===== config.mk =====
export PLATFORM = sky130hd
export DESIGN_NAME = mux_tree_pipe
export DESIGN_NICKNAME = d
export VERILOG_FILES = /design/src/rtl/mux_tree_pipe.sv
export SDC_FILE = /design/constraint.sdc
export NUM_CORES = 1
export LEC_CHECK = 0
export CORE_MARGIN = 2
export CORE_UTILIZATION = 50
export CTS_CLUSTER_DIAMETER = 60
export CTS_CLUSTER_SIZE = 10
export DETAILED_ROUTE_END_ITERATION = 8
export PLACE_DENSITY = 0.83
export SLEW_MARGIN = 20
export SYNTH_ARGS = -nofsm -noshare
export SYNTH_HDL_FRONTEND = slang
export SYNTH_SLANG_ARGS = --single-unit
export TNS_END_PERCENT = 20

===== constraint.sdc =====
create_clock -name clk -period 1.73 [get_ports clk]
set_clock_uncertainty 0.05 [all_clocks]
set_input_delay 0.346 -clock clk [delete_from_list [all_inputs] [get_ports clk]]
set_output_delay 0.346 -clock clk [all_outputs]
set_load 0.02 [all_outputs]

===== src/rtl/mux_tree_pipe.sv =====
// Pipelined N:1 multiplexer tree: one 2:1 selection level per register stage,
// with a valid/ready handshake and a single global advance enable.
module mux_tree_pipe #(
    parameter int DATA_W = 8,
    parameter int SEL_W  = 3
) (
    input  logic                            clk,
    input  logic                            rst_n,
    input  logic [(2**SEL_W)*DATA_W-1:0]    in_data,
    input  logic [SEL_W-1:0]                in_sel,
    input  logic                            in_valid,
    output logic                            in_ready,
    output logic [DATA_W-1:0]               out_data,
    output logic [SEL_W-1:0]                out_sel,
    output logic                            out_valid,
    input  logic                            out_ready
);

    localparam int N     = 2**SEL_W;
    localparam int NODES = N - 1;

    // All levels share one flat node vector; level l starts at node N - N/2**l.
    function automatic int lvl_base(input int l);
        return N - (N >> l);
    endfunction

    logic [NODES*DATA_W-1:0] node_p;
    logic [NODES*DATA_W-1:0] node_d;
    logic [SEL_W-1:0]        sel_p [SEL_W];
    logic [SEL_W-1:0]        vld_p;
    logic                    en;

    assign en       = out_ready | ~out_valid;
    assign in_ready = en;

    always_comb begin
        node_d = node_p;
        for (int j = 0; j < N/2; j++) begin
            node_d[j*DATA_W +: DATA_W] = in_sel[0] ? in_data[(2*j+1)*DATA_W +: DATA_W]
                                                   : in_data[(2*j)*DATA_W +: DATA_W];
        end
        // Each later level uses the select value that travelled with its operands.
        for (int l = 1; l < SEL_W; l++) begin
            for (int j = 0; j < (N >> (l+1)); j++) begin
                node_d[(lvl_base(l)+j)*DATA_W +: DATA_W] =
                    sel_p[l-1][l] ? node_p[(lvl_base(l-1)+2*j+1)*DATA_W +: DATA_W]
                                  : node_p[(lvl_base(l-1)+2*j)*DATA_W +: DATA_W];
            end
        end
    end

    // Stage boundary: every level registers its results, select and valid together.
    always_ff @(posedge clk or negedge rst_n) begin
        if (!rst_n) begin
            node_p <= '0;
            vld_p  <= '0;
            for (int l = 0; l < SEL_W; l++) begin
                sel_p[l] <= '0;
            end
        end else if (en) begin
            node_p   <= node_d;
            sel_p[0] <= in_sel;
            vld_p[0] <= in_valid;
            for (int l = 1; l < SEL_W; l++) begin
                sel_p[l] <= sel_p[l-1];
                vld_p[l] <= vld_p[l-1];
            end
        end
    end

    assign out_data  = node_p[(NODES-1)*DATA_W +: DATA_W];
    assign out_sel   = sel_p[SEL_W-1];
    assign out_valid = vld_p[SEL_W-1];

endmodule


==> run_results.csv, run 1 <==
group,metric,value,unit
sta,slew-limit-headroom,69.22,%
grt,grt_max_degree,38,
worst_hold_path,hold_path_class,"reg -> reg",
cts,cts_buffers,9,
cts,clk_path_buf_depth,2,
die,start_util,50.95,%
critical_path,worstPathRequired,1.33,ns
sta,grt_setup_unrepaired,"no",
grt,top_usage_layer,"met2",
grt,global_route.usage.met1,20.89,%
cts,cts_setup_buffers,0,
grt,grt-ovfl-total,0,
synth,synth_adder_area_share,0,%
grt,grt_pass1_wl,10140,um
finish,fin_nets,368,
synth,syn_area_per_cell,16.60,sq um
sta,report.final.slew_viol_count,0,
die,die_h,89.28,um
detailed_routing,viasPerCell,4.852,
cts,cts_tree,"yes",
detailed_routing,vias,1936,
place,port_buffers,83,
place,gp_congestion,0.7228,
synth,synth-simple-area-share,0.5506,%
synth,ys_types,10,
cts,htree_levels,3,
cts,path_clk_slew,0.07,ns
grt,first_global_vias,2078,
finish,drive_above_1_share,49.33,%
run_status,status,"finished clean",
die,die_x,89.28,um
synth,yosysWarnings,0,
synth,yosysSeqAreaShare,46.80,%
sta,min_period,1.664,ns
power,p_leak,0.002189,uW
synth,synth_nets,290,
sta,finalSetupViolCount,0,
critical_path,critPathTopFamily,"buffers and inverters",
die,rows,31,
synth,yosysTopAreaCellShare,46.80,%
synth,synth_top_family_by_area,"multiplexers",
finish,antennaDiodeCount,0,
place,dp.cells,384,
critical_path,worstPathArrival,1.27,ns
power,ir_worst_vdd,509.5,uV
cts,insertion_delay,0.34,ns
die,io_pins,84,
critical_path,end_kind,"output port",
sta,worst_pin_slew,0.4618,ns
finish,area_growth,27.74,%
detailed_routing,drtIter0Drc,33,
sta,setup_ws,0.06556,ns
finish,layout_common_cells,"mux2_4, clkdlybuf4s50_1, dfrtp_1, mux2_2, clkbuf_8",
critical_path,crit_type,"reg -> out",
sta,min_period_over_period,96.21,%
critical_path,slowest_stage,"clkdlybuf4s50_1",
synth,yosys.area_share.xor_xnor,0,%
synth,synth_area,0.003636,sq mm
critical_path,crit_chain,"clkdlybuf4s50_1",
synth,synth-compound-area-share,0,%
finish,seq_area,0.001702,sq mm
synth,ys_seq_elements,68,
finish,mostFrequentLayoutCell,"mux2_4",
sta,hold_viol_final,0,
detailed_routing,wl,6114,um
finish,multi_input_area,0.001683,sq mm
critical_path,slowest_delay,0.60,ns
detailed_routing,remaining_drc_errors,0,
place,place_ws,-0.1774,ns
die,core_area,0.007137,sq mm
detailed_routing,wl_per_cell,15.32,um
finish,stdcell_count,399,
die,dieArea,0.007970,sq mm
grt,met3_usage,3.509,%
synth,synth_area_leaders,"dfrtp_1, mux2_4, mux2_2",
critical_path,crit_path_max_fanout,2,
synth,synth_area_leader_cell,"dfrtp_1",
grt,antenna_found_initial,0,
grt,gr-usage-met2,29.43,%
power,powerDensity,1186,mW/mm^2
sta,fmax,600.8,MHz
synth,postSynthCellCount,219,
critical_path,path_buf_inv,1,
detailed_routing,ant_nets,0,
sta,tns,0,ns
cts,cts.sinks,68,
place,dp_hpwl,4414,um
critical_path,critPathLaunchType,"flop",
synth,synth_mux_area_share,45.73,%
job,maxCapViolCount,0,
detailed_routing,drtPass1Iterations,4,
finish,n_fill_cell,544,
grt,grt_usage,17.29,%
cts,cts-root-buf,"clkbuf_8",
==> final timing paths <==
path | start | endpoint | slack [ns] | cells after the start
worst min register to register | vld_p[1] | vld_p[2] | 0.42 | 1
worst min-delay path | vld_p[1] | vld_p[2] | 0.42 | 1
min in group asynchronous | rst_n | node_p[8] | 0.54 | 3
worst max-delay path | out_sel[2] | out_sel[2] | 0.07 | 1
worst max register to register | sel_p[5] | node_p[52] | 0.31 | 2
max in group asynchronous | rst_n | node_p[31] | 0.73 | 3
==> final cells by class <==
| cell class | count | area share (%) |
|---|---|---|
| Multi-Input combinational cell | 125 | 36.23 |
| Tap cell | 99 | 2.667 |
| Clock buffer | 11 | 3.044 |
| Sequential cell | 68 | 36.64 |
| Clock inverter | 3 | 0.3233 |
| Timing Repair Buffer | 93 | 21.09 |
==> metal layers <==
layer / routed length [um] / vias up / share of wire [%]
met5: 0 / - / 0
met4: 136 / 0 / 2.2
met3: 233 / 11 / 3.8
met2: 3179 / 48 / 52
met1: 2565 / 958 / 42
li1: - / 919 / -
==> through the flow <==
step / total power [uW] / utilization, % / instance area (sq um) / hold slack [ns]
after floorplan: 3988 / - / 3636 / 0.0004089
after global placement: 4441 / 62.48 / 4459 / 0.3418
after detailed placement: 4520 / 62.48 / 4459 / 0.3543
after CTS: 5604 / 64.76 / 4622 / 0.4270
after global routing: 5826 / 65.08 / 4644 / 0.4492
final: 5507 / 65.08 / 4644 / 0.4198
==> cells by family (layout without fill, tap and decap cells) <==
kind of cell  after synthesis  after routing
buf+inv                    26            107
flops                      68             68
mux                       123            123
simple gates                2              2
==> report_power, final <==
part           leakage, uW  switching (uW)  total, uW  internal [uW]
Sequential        0.000791             296       2390           2100
Clock            0.0000848             553       1090            536
Combinational      0.00131             699       2030           1330
==> cells in the mapped netlist <==
cell type and instances:
buf_12 3, mux2_2 49, mux2_4 74, buf_8 1, buf_6 5, buf_4 14, nand2b_1 1, dfrtp_1 68
buf_2 3, nand2b_4 1
==> state kept, by name (all words and copies together) (netlist names) <==
| name | count |
|---|---|
| node_p | 56 |
| out_sel | 3 |
| vld_p | 3 |
| sel_p | 6 |
==> what timing repair did <==
item	4_1_cts	5_1_grt
endpoints found under the hold margin	31	0
resized for setup	3	9
endpoints found under the setup margin	3	9
hold buffers	1	0
Note: power is estimated with default switching activity, not from simulation.
==> inputs of run 2 (changes only) <==
--- a/config.mk
+++ b/config.mk
@@ -5,12 +5,13 @@
 export SDC_FILE = /design/constraint.sdc
 export NUM_CORES = 1
 export LEC_CHECK = 0
+export CAP_MARGIN = 20
 export CORE_MARGIN = 2
 export CORE_UTILIZATION = 50
 export CTS_CLUSTER_DIAMETER = 60
 export CTS_CLUSTER_SIZE = 10
 export DETAILED_ROUTE_END_ITERATION = 8
-export PLACE_DENSITY = 0.83
+export PLACE_DENSITY = 0.78
 export SLEW_MARGIN = 20
 export SYNTH_ARGS = -nofsm -noshare
 export SYNTH_HDL_FRONTEND = slang
==> run_results.csv, run 2 (synthesized netlist as in run 1, its figures left out) <==
group,metric,value,unit
cts,cts-root-buf,"clkbuf_8",
finish,reg_top3,"node_p x56, sel_p x6",
critical_path,worstPathArrival,1.28,ns
finish,mostFrequentLayoutCell,"mux2_4",
sta,min_period_over_period,96.77,%
sta,min_period,1.674,ns
detailed_routing,ant_nets,0,
detailed_routing,viasPerCell,4.878,
die,dieArea,0.007970,sq mm
critical_path,critPathTopFamily,"buffers and inverters",
critical_path,crit_type,"reg -> out",
critical_path,end_kind,"output port",
job,maxCapViolCount,0,
finish,stdcell_count,402,
worst_hold_path,hold_path_class,"reg -> reg",
cts,cts_setup_buffers,0,
power,ir_worst_vdd,429.7,uV
sta,hold_viol_final,0,
sta,fmax,597.3,MHz
detailed_routing,vias,1961,
cts,path_clk_slew,0.07,ns
place,dp_hpwl,4499,um
critical_path,path_buf_inv,1,
grt,grt-ovfl-total,0,
cts,htree_levels,3,
cts,cts.sinks,68,
detailed_routing,wl,6124,um
critical_path,critPathLaunchType,"flop",
die,io_pins,84,
sta,worst_pin_slew,0.4913,ns
cts,cts_tree,"yes",
grt,grt_max_degree,39,
cts,clk_path_buf_depth,2,
critical_path,crit_chain,"clkdlybuf4s50_1",
critical_path,crit_path_max_fanout,2,
run_status,status,"finished clean",
finish,seq_area,0.001702,sq mm
detailed_routing,drtIter0Drc,41,
sta,slew-limit-headroom,67.25,%
finish,drive_above_1_share,49.83,%
grt,antenna_found_initial,0,
power,p_leak,0.002221,uW
die,die_h,89.28,um
grt,grt_usage,16.56,%
critical_path,slowest_delay,0.60,ns
grt,grt_pass1_wl,9804,um
detailed_routing,remaining_drc_errors,0,
place,placed_cell_area,0.004497,sq mm
sta,hold-worst-slack,0.4286,ns
cts,cts_buffers,9,
power,powerDensity,1213,mW/mm^2
finish,fin_nets,371,
sta,report.final.slew_viol_count,0,
finish,area_growth,29.73,%
finish,fin_area,0.004717,sq mm
sta,finalSetupViolCount,0,
place,dp.cells,387,
die,core_area,0.007137,sq mm
critical_path,worstPathRequired,1.33,ns
critical_path,slowest_stage,"clkdlybuf4s50_1",
finish,n_fill_cell,529,
finish,antennaDiodeCount,0,
place,place_ws,-0.1894,ns
die,rows,31,
die,die_x,89.28,um
cts,insertion_delay,0.33,ns
place,port_buffers,83,
finish,largest_reg_flops,56,
finish,multi_input_area,0.001683,sq mm
place,gp_congestion,0.7066,
detailed_routing,drtPass1Iterations,3,
finish,layout_common_cells,"mux2_4, clkdlybuf4s50_1, dfrtp_1, mux2_2, clkbuf_8",
die,start_util,50.95,%
power,power,5724,uW
detailed_routing,wl_per_cell,15.23,um
sta,grt_setup_unrepaired,"no",
grt,first_global_vias,2015,
sta,setup_ws,0.05590,ns
finish,top_register,"node_p",
==> run 2: changes by cell type in the layout (fill, tap and decap cells not counted), sizes merged <==
cell and change:
bufinv +1, clkinv -2, buf +3, clkbuf +1, dlygate4sd2 -1, clkdlybuf4s50 +1
==> run 2: cell type report <==
class                      count  share of cell area (%)
clock buffer                  12                   3.289
timing repair buffer          96                   21.59
sequential                    68                   36.07
multi-input combinational    125                   35.68
tap                           99                   2.626
clock inverter                 2                  0.7427
==> run 2: metrics by stage <==
| step | TNS, ns | utilization [%] |
|---|---|---|
| detailed placement | -4.930 | 63.01 |
| floorplan | 0 | - |
| CTS | 0 | 65.78 |
| global route | 0 | 66.09 |
| finish | 0 | 66.09 |
| global placement | -5.327 | 63.01 |
==> run 2: worst paths after layout <==
path                              end  depth (start not counted)  slack (ns)        from
max                        out_sel[2]                          1        0.06  out_sel[2]
min                          vld_p[2]                          1        0.43    vld_p[1]
max reg2reg                node_p[49]                          2        0.28    sel_p[5]
min reg2reg                  vld_p[2]                          1        0.43    vld_p[1]
max in group asynchronous  node_p[17]                          3        0.66       rst_n
min in group asynchronous  node_p[52]                          2        0.48       rst_n
==> run 2: routing by layer <==
metal / wire, um / GRT usage, %
met2: 3176 / 28.01
met3: 213 / 2.955
met1: 2654 / 20.61
met4: 78 / 7.734
met5: 0 / 0
==> run 2: what timing repair did <==
action,in CTS,in global routing
endpoints found under the setup margin,2,9
hold buffers,1,0
endpoints found under the hold margin,35,0
resized for setup,2,9
==> run 2: report_power, final <==
part           internal (uW)  switching [uW]  leakage (uW)
sequential              2100             304      0.000791
combinational           1350             703       0.00133
clock                    727             542     0.0000983
